**config.mk**
```make
export PLATFORM = sky130hd
export DESIGN_NAME = id_ex_stage
export DESIGN_NICKNAME = d
export VERILOG_FILES = /design/src/rtl/id_ex_stage.sv
export SDC_FILE = /design/constraint.sdc
export NUM_CORES = 1
export LEC_CHECK = 0
export ABC_CLOCK_PERIOD_IN_PS = 3000
export CORE_AREA = 5 5 167 169
export DETAILED_ROUTE_END_ITERATION = 7
export DIE_AREA = 0 0 172 174
export RECOVER_POWER = 25
export SLEW_MARGIN = 25
export SYNTH_ARGS = -nofsm -noshare
export SYNTH_HDL_FRONTEND = slang
export SYNTH_SLANG_ARGS = --single-unit
```
**constraint.sdc**
```tcl
create_clock -name clk -period 3 [get_ports clk]
set_input_delay 0.6 -clock clk [delete_from_list [all_inputs] [get_ports clk]]
set_output_delay 0.6 -clock clk [all_outputs]
set_load 0.02 [all_outputs]
```
**src/rtl/id_ex_stage.sv**
```systemverilog
// ID/EX pipeline register with WB-to-ID bypass and load-use hazard detection.
// Optional BubbleCount/FlushCount perf counters are enabled by defining ID_EX_PERF_COUNTERS_EN.
//
// state  | meaning
// BUBBLE | EX entry is a no-op (after reset, Flush or a load-use bubble)
// VALID  | EX entry holds a real instruction
module id_ex_stage #(
  parameter int NBits = 32
) (
  input  logic             clk,
  input  logic             reset,
  input  logic             Stall,
  input  logic             Flush,
  input  logic [NBits-1:0] ID_ReadData1,
  input  logic [NBits-1:0] ID_ReadData2,
  input  logic [NBits-1:0] ID_Immediate,
  input  logic [NBits-1:0] ID_PC_4,
  input  logic [31:0]      ID_Instr,
  input  logic [10:0]      ID_Ctrl,
  input  logic             WB_RegWrite,
  input  logic [4:0]       WB_WriteReg,
  input  logic [NBits-1:0] WB_WriteData,
  output logic             EX_Valid,
  output logic [NBits-1:0] EX_ReadData1,
  output logic [NBits-1:0] EX_ReadData2,
  output logic [NBits-1:0] EX_Immediate,
  output logic [NBits-1:0] EX_PC_4,
  output logic [NBits-1:0] EX_Shamt,
  output logic [4:0]       EX_Rs,
  output logic [4:0]       EX_Rt,
  output logic [4:0]       EX_WriteReg,
  output logic [5:0]       EX_ALUFunction,
  output logic [25:0]      EX_JumpNoShifted,
  output logic [9:0]       EX_Ctrl,
  output logic             HazardStall
`ifdef ID_EX_PERF_COUNTERS_EN
  ,
  output logic [15:0]      BubbleCount,
  output logic [15:0]      FlushCount
`endif
);

  typedef enum logic {BUBBLE = 1'b0, VALID = 1'b1} stateT;

  stateT state, nextState;

  logic [4:0]       idRs, idRt, idRd, idShamt;
  logic [5:0]       idFunct;
  logic [25:0]      idJump;
  logic             idRegDst, idUsesRt;
  logic             exMemRead;
  logic             bypassRs, bypassRt;
  logic [NBits-1:0] rsData, rtData;
  logic             insertBubble;
  logic             unusedOpcode;

  assign idRs     = ID_Instr[25:21];
  assign idRt     = ID_Instr[20:16];
  assign idRd     = ID_Instr[15:11];
  assign idShamt  = ID_Instr[10:6];
  assign idFunct  = ID_Instr[5:0];
  assign idJump   = ID_Instr[25:0];
  assign idRegDst = ID_Ctrl[5];
  assign idUsesRt = ID_Ctrl[0];
  assign unusedOpcode = &{1'b0, ID_Instr[31:26]};

  // EX_Ctrl drops UsesRt, so MemRead sits one bit lower than in ID_Ctrl
  assign exMemRead = EX_Ctrl[3];

  // Register 0 is hardwired, so neither bypass nor hazard may match it
  assign bypassRs = WB_RegWrite && (WB_WriteReg != 5'd0) && (WB_WriteReg == idRs);
  assign bypassRt = WB_RegWrite && (WB_WriteReg != 5'd0) && (WB_WriteReg == idRt);
  assign rsData   = bypassRs ? WB_WriteData : ID_ReadData1;
  assign rtData   = bypassRt ? WB_WriteData : ID_ReadData2;

  assign EX_Valid    = (state == VALID);
  assign HazardStall = EX_Valid && exMemRead && (EX_Rt != 5'd0) &&
                       ((EX_Rt == idRs) || (idUsesRt && (EX_Rt == idRt)));

  assign insertBubble = Flush || (!Stall && HazardStall);

  always_ff @(posedge clk) begin
    if (!reset) begin
      state <= BUBBLE;
    end else begin
      state <= nextState;
    end
  end

  always_comb begin
    nextState = state;
    if (Flush) begin
      nextState = BUBBLE;
    end else if (!Stall) begin
      nextState = HazardStall ? BUBBLE : VALID;
    end
  end

  // Bubbles only clear the control word; the datapath fields are left as-is
  always_ff @(posedge clk) begin
    if (!reset) begin
      EX_ReadData1     <= '0;
      EX_ReadData2     <= '0;
      EX_Immediate     <= '0;
      EX_PC_4          <= '0;
      EX_Shamt         <= '0;
      EX_Rs            <= '0;
      EX_Rt            <= '0;
      EX_WriteReg      <= '0;
      EX_ALUFunction   <= '0;
      EX_JumpNoShifted <= '0;
      EX_Ctrl          <= '0;
    end else if (insertBubble) begin
      EX_Ctrl <= '0;
    end else if (!Stall) begin
      EX_ReadData1     <= rsData;
      EX_ReadData2     <= rtData;
      EX_Immediate     <= ID_Immediate;
      EX_PC_4          <= ID_PC_4;
      EX_Shamt         <= {{(NBits-5){1'b0}}, idShamt};
      EX_Rs            <= idRs;
      EX_Rt            <= idRt;
      EX_WriteReg      <= idRegDst ? idRd : idRt;
      EX_ALUFunction   <= idFunct;
      EX_JumpNoShifted <= idJump;
      EX_Ctrl          <= ID_Ctrl[10:1];
    end
  end

`ifdef ID_EX_PERF_COUNTERS_EN
  always_ff @(posedge clk) begin
    if (!reset) begin
      BubbleCount <= '0;
      FlushCount  <= '0;
    end else begin
      if (Flush && (FlushCount != 16'hFFFF)) begin
        FlushCount <= FlushCount + 16'd1;
      end
      if (!Flush && !Stall && HazardStall && (BubbleCount != 16'hFFFF)) begin
        BubbleCount <= BubbleCount + 16'd1;
      end
    end
  end
`endif

endmodule

```
==> out/metrics.yaml, run 1 <==
clock_tree:
  cts.sinks: 170
  cts_htree_levels: 4
  clk_pin_slew_ns: 0.07
  clk_path_buf_depth: 2
  cts_tree: "done"
  clk_latency_ns: 0.43
  cts-resized-gates: 1
  hold_buffers: 0
  ctsRootBufferMaster: "clkbuf_16"
  numCtsBuffers: 17
  post_cts_buffers: 0
timing:
  drv_slew: 0
  finalHoldViolCount: 0
  worst_slack_ns: 0.225
  clock.fmax_ghz: 0.360
  timing.final.crit_share: 0.925
  tightest_slew_ns: 0.613
  fin_skew_ns: 0.0205
  finalSetupViolations: 0
  rsz0062_at_grt: "no"
  whs_ns: 0.454
  max_slew_margin: 0.591
  finalCriticalPeriod_ns: 2.78
placement:
  place_hpwl_um: 21200
  numPortBuffers: 398
  dpl_cell_area_sq_mm: 0.0119
  pre_cts_slack_ns: -0.0542
  gp_congestion: 0.753
global_route:
  grt.total_usage: 0.174
  antenna_found_initial: 3
  grt_max_degree: 139
  grt_overflow_total: 0
  grt_pass1_vias: 6803
  grt_pass1_wl_um: 40600
floorplanning:
  start_util: 0.287
  fp.dieH_um: 174
  die_area_sq_mm: 0.0299
  io_pins: 432
  core-area_sq_mm: 0.0264
  core.rowCount: 60
  die_width_um: 172
drt:
  viasPerCell: 4.44
  drc: 0
  first_iter_violations: 223
  num_vias: 6679
  dr.pass1.iters: 4
  antenna_left: 0
  wl_um: 27400
  wl_per_cell_um: 18.2
hold_path:
  min_path_cells: 2
  holdPathEnd: "EX_JumpNoShifted[14]$_SDFFE_PN0P_"
  hp-start: "EX_JumpNoShifted[14]$_SDFFE_PN0P_"
  hp-class: "reg -> reg"
yosys:
  synth_ff_type: "dfxtp_1"
  synth-async-reset-ratio: 0
  synthCells: 774
  synth_cell_type_count: 32
  synth_edf_count: 0
  synth_seq_area_share: 0.448
  synth_seq_cells: 170
  synth_area_sq_mm: 0.00759
  syn_avg_cell_area_sq_um: 9.81
  ys_warn_count: 0
power:
  finalPower_uw: 5900
  p_per_area_mw_per_mm2: 473
  ir_drop_v: 0.000284
  leakage_uw: 0.00486
layout:
  final_area_sq_mm: 0.0125
  fin_nets: 1362
  drive_gt1_frac: 0.0706
  postLayoutCoreUtil: 0.472
  syn_to_final_growth_pct: 64.4
  final_cell_mix: "clkdlybuf4s50_1 (312), nand2_1 (191), dfxtp_1 (170), mux2i_1 (159), dlygate4sd3_1 (84)"
  final_common_cell: "clkdlybuf4s50_1"
critical_path:
  worstPathArrival_ns: 2.18
  worst-path-max-fanout: 2
  rr_worst_depth: 6
  rr_endpoint: "EX_Immediate[3]$_SDFFE_PN0P_"
  cpMaxStageDelayCell: "clkdlybuf4s50_1"
  end_kind: "primary output"
  start_kind: "primary input"
  r2r-start: "EX_Rt[0]$_SDFFE_PN0P_"
  path_cells: "clkdlybuf4s50_1, xor2_1, nor4_1, a32oi_1, nor2_1, dlygate4sd2_1"
  slowest_delay_ns: 0.44
  crit_type: "in -> out"
  rrSetupSlack_ns: 0.63
  worstPathRequired_ns: 2.40
job:
  drv_cap: 0
outcome:
  status: "finished clean"
-- power breakdown --
group	internal [uW]	switching [uW]	leakage, uW	total [uW]
sequential	2370	66.1	0.00139	2440
clock	1220	1090	0.000298	2310
combinational	609	545	0.00317	1150
total	4200	1700	0.00486	5900
-- per-layer routing --
layer	vias to the layer above	GRT usage	wire [um]
li1	3342	-	-
met2	263	0.288	13100
met4	2	0.0432	227
met1	3059	0.203	11000
met5	-	0	13
met3	13	0.0807	3050
-- registers in the layout, indices dropped and copies added, names as in the netlist --
name / flops
EX_PC_4: 32
EX_ReadData1: 32
EX_ALUFunction: 5
EX_JumpNoShifted: 12
EX_Rt: 4
EX_WriteReg: 5
EX_Immediate: 32
EX_Valid: 1
EX_Ctrl: 10
EX_Rs: 5
EX_ReadData2: 32
-- stage by stage --
step	TNS, ns	cells
6_report	0	1505
5_1_grt	0	1505
4_1_cts	0	1503
3_5_place_dp	-0.0542	1471
3_3_place_gp	-0.0756	1471
2_1_floorplan	0	800
-- cell families (layout without fill, tap and decap cells) --
| kind of cell | after synthesis | after routing | synth area share |
|---|---|---|---|
| other | 1 | 29 | 0.000494 |
| DFF | 170 | 170 | 0.448 |
| AOI/OAI and AO/OA | 103 | 103 | 0.114 |
| muxes | 159 | 159 | 0.210 |
| buffers and inverters | 107 | 469 | 0.0915 |
| and+or+nand+nor | 214 | 214 | 0.114 |
| xor gates and xnor gates | 20 | 20 | 0.0231 |
-- worst max-delay path: cells and delay by family --
| kind | cells | cell delay [ns] |
|---|---|---|
| compound gates | 1 | 0.17 |
| xor+xnor | 1 | 0.16 |
| buf+inv | 2 | 0.79 |
| simple gates | 2 | 0.45 |
-- final cells by class --
cell class | instances | area (sq um)
Clock inverter | 14 | 175
Multi-Input combinational cell | 523 | 3620
Fill cell | 2523 | 13900
Antenna cell | 2 | 5.00
Inverter | 1 | 3.75
Tap cell | 341 | 427
Timing Repair Buffer | 436 | 4410
Clock buffer | 18 | 439
Sequential cell | 170 | 3400
-- worst max-delay path by stage --
stage,endpoint,depth (start not counted),from
global route,HazardStall,6,ID_Instr[19]
finish,HazardStall,6,ID_Instr[19]
CTS,HazardStall,6,ID_Instr[22]
detailed placement,HazardStall,6,ID_Instr[22]
global placement,HazardStall,6,ID_Instr[22]
floorplan,HazardStall,6,ID_Instr[19]
-- synth_stat cells, types with 2 or more instances --
cell / instances / share of area
xnor2_1: 7 / 0.0081
a21oi_1: 11 / 0.0073
nor4_2: 2 / 0.0033
o211a_1: 5 / 0.0066
o2bb2ai_1: 58 / 0.067
dfxtp_1: 170 / 0.45
nand3_1: 2 / 0.0013
clkbuf_1: 29 / 0.014
buf_4: 49 / 0.048
o211ai_1: 6 / 0.0059
o21ai_0: 11 / 0.0073
mux2i_1: 159 / 0.21
or4_1: 2 / 0.0020
nor2b_1: 10 / 0.0082
buf_6: 12 / 0.018
nor2_1: 4 / 0.0020
xor2_1: 13 / 0.015
nand2_1: 191 / 0.094
o2bb2ai_2: 6 / 0.012
buf_2: 15 / 0.0099
No activity file was read; power rests on OpenSTA's default activity.
==> run 2, diff against run 1 <==
--- a/config.mk
+++ b/config.mk
@@ -9,6 +9,7 @@
 export CORE_AREA = 5 5 167 169
 export DETAILED_ROUTE_END_ITERATION = 7
 export DIE_AREA = 0 0 172 174
+export PLACE_DENSITY = 0.65
 export RECOVER_POWER = 25
 export SLEW_MARGIN = 25
 export SYNTH_ARGS = -nofsm -noshare
==> run 2 against run 1 <==
  * Core utilization fell by 0.071 points
  * Worst hold slack worse by 0.0038 ns
  * Final area down 0.15%
  * Die area stayed put
  * Sequential power about the same
  * Sequential share of layout area barely moved
  * Sequential cell count is the same
  * Power fell by 1.5%
  * Global-route usage decreased by 0.44 points
  * Fmax grew 2.5%
  * First-iteration DRC count up 7.6%
  * Largest cell class unchanged
  * Highest routed layer unchanged
==> out/metrics.yaml, run 2 (synthesized netlist as in run 1, its figures left out) <==
global_route:
  grt_pass1_wl_um: 39500  # -2.7%
  grt_max_degree: 185  # +33%
  grt_pass1_vias: 6906  # +1.5%
  grt.total_usage: 0.169  # -0.00437
  antenna_found_initial: 3  # unchanged
  grt_overflow_total: 0  # unchanged
timing:
  finalHoldViolCount: 0  # unchanged
  drv_slew: 0  # unchanged
  clock.fmax_ghz: 0.369  # +2.5%
  worst_slack_ns: 0.291  # +0.0664 ns
  fin_skew_ns: 0.0177  # -0.00272 ns
  timing.final.crit_share: 0.903  # -0.0221
  whs_ns: 0.451  # -0.00376 ns
  finalSetupViolations: 0  # unchanged
  rsz0062_at_grt: "no"
  tightest_slew_ns: 0.843  # +0.230 ns
  max_slew_margin: 0.438  # -0.153
  finalCriticalPeriod_ns: 2.71  # -0.0664 ns
clock_tree:
  cts_htree_levels: 4  # unchanged
  clk_pin_slew_ns: 0.07  # about the same
  numCtsBuffers: 17  # unchanged
  hold_buffers: 0  # unchanged
  clk_path_buf_depth: 2  # unchanged
  ctsRootBufferMaster: "clkbuf_16"
  cts_tree: "done"
  post_cts_buffers: 0  # unchanged
  clk_latency_ns: 0.43  # about the same
  cts.sinks: 170  # unchanged
drt:
  antenna_left: 0  # unchanged
  wl_um: 26700  # -2.6%
  wl_per_cell_um: 17.7  # -2.8%
  drc: 0  # unchanged
  dr.pass1.iters: 4  # unchanged
  viasPerCell: 4.50  # +1.4%
  first_iter_violations: 240  # +7.6%
  num_vias: 6783  # +1.6%
layout:
  fin_nets: 1366  # +0.29%
  drive_gt1_frac: 0.0746  # +0.00405
  final_cell_mix: "clkdlybuf4s50_1 (306), nand2_1 (191), dfxtp_1 (170), mux2i_1 (159), dlygate4sd3_1 (90)"
  postLayoutCoreUtil: 0.472  # -0.000710
  final_common_cell: "clkdlybuf4s50_1"
  final-seq-area_sq_mm: 0.00340  # unchanged
  syn_to_final_growth_pct: 64.2
  multi_input_area_sq_mm: 0.00362  # unchanged
  fill_cells: 2557  # +1.3%
power:
  ir_drop_v: 0.000323  # +14%
  finalPower_uw: 5810  # -1.5%
  p_per_area_mw_per_mm2: 466  # -1.4%
  leakage_uw: 0.00488  # +0.43%
placement:
  gp_congestion: 0.759  # +0.86%
  numPortBuffers: 398  # unchanged
  place_hpwl_um: 20500  # -3.3%
  pre_cts_slack_ns: -0.211  # -0.157 ns
critical_path:
  worstPathRequired_ns: 2.40  # about the same
  rr_worst_depth: 7  # +1
  worstPathArrival_ns: 2.11  # -0.07 ns
  end_kind: "primary output"
  worst-path-max-fanout: 2  # unchanged
  crit_type: "in -> out"
  start_kind: "primary input"
hold_path:
  min_path_cells: 2  # unchanged
  hp-class: "reg -> reg"
floorplanning:
  io_pins: 432  # unchanged
  fp.dieH_um: 174  # unchanged
  start_util: 0.287  # unchanged
  die_area_sq_mm: 0.0299  # unchanged
  die_width_um: 172  # unchanged
  core.rowCount: 60  # unchanged
  core-area_sq_mm: 0.0264  # unchanged
outcome:
  status: "finished clean"
job:
  drv_cap: 0  # unchanged
run 2: power by group:
part	leakage [uW]	switching, uW	internal, uW
clock	0.000292	1100	1130
sequential	0.00139	67.4	2370
combinational	0.00320	539	609
run 2: path summary, 6_finish.rpt:
check                                from  slack (ns)                       end
setup / recovery             ID_Instr[19]        0.29               HazardStall
hold / removal    EX_PC_4[3]$_SDFFE_PN0P_        0.45   EX_PC_4[3]$_SDFFE_PN0P_
hold reg to reg   EX_PC_4[3]$_SDFFE_PN0P_        0.45   EX_PC_4[3]$_SDFFE_PN0P_
setup reg to reg    EX_Rt[2]$_SDFFE_PN0P_        0.44  EX_PC_4[15]$_SDFFE_PN0P_
run 2: metal layers:
metal / global-route usage / wire length, um
met5: 0 / 26
met4: 0.0403 / 435
met3: 0.0839 / 3180
met2: 0.300 / 13000
met1: 0.178 / 10000
run 2: what timing repair did:
item / 4_1_cts / 5_1_grt
endpoints found under the hold margin: 0 / 0
setup endpoints to repair: 1 / 1
resized for setup: 1 / 2
run 2: layout make-up:
| cell class | instances | area share |
|---|---|---|
| Sequential cell | 170 | 0.273 |
| Tap cell | 341 | 0.0342 |
| Clock inverter | 15 | 0.0141 |
| Multi-Input combinational cell | 523 | 0.291 |
| Inverter | 1 | 0.000301 |
| Antenna cell | 1 | 0.000201 |
| Timing Repair Buffer | 440 | 0.353 |
| Clock buffer | 17 | 0.0341 |
run 2: stage by stage:
step | setup TNS [ns] | cell area [sq um] | instances
2_1_floorplan | 0 | 7690 | 800
3_3_place_gp | -0.177 | 11900 | 1475
3_5_place_dp | -1.23 | 11900 | 1475
4_1_cts | 0 | 12500 | 1507
5_1_grt | 0 | 12500 | 1508
6_report | 0 | 12500 | 1508
run 2: critical path: stages:
cell             delay, ns
clkdlybuf4s50_1       0.44
xor2_1                0.15
nor4_1                0.30
buf_4                 0.16
a32oi_1               0.13
nor2_1                0.13
clkbuf_2              0.19
==> run 3, diff against run 2 <==
--- a/config.mk
+++ b/config.mk
@@ -11,7 +11,7 @@
 export DIE_AREA = 0 0 172 174
 export PLACE_DENSITY = 0.65
 export RECOVER_POWER = 25
-export SLEW_MARGIN = 25
+export SLEW_MARGIN = 20
 export SYNTH_ARGS = -nofsm -noshare
 export SYNTH_HDL_FRONTEND = slang
 export SYNTH_SLANG_ARGS = --single-unit
==> results of run 3 <==
Final layout, timing and power as in run 2 (identical DEF).
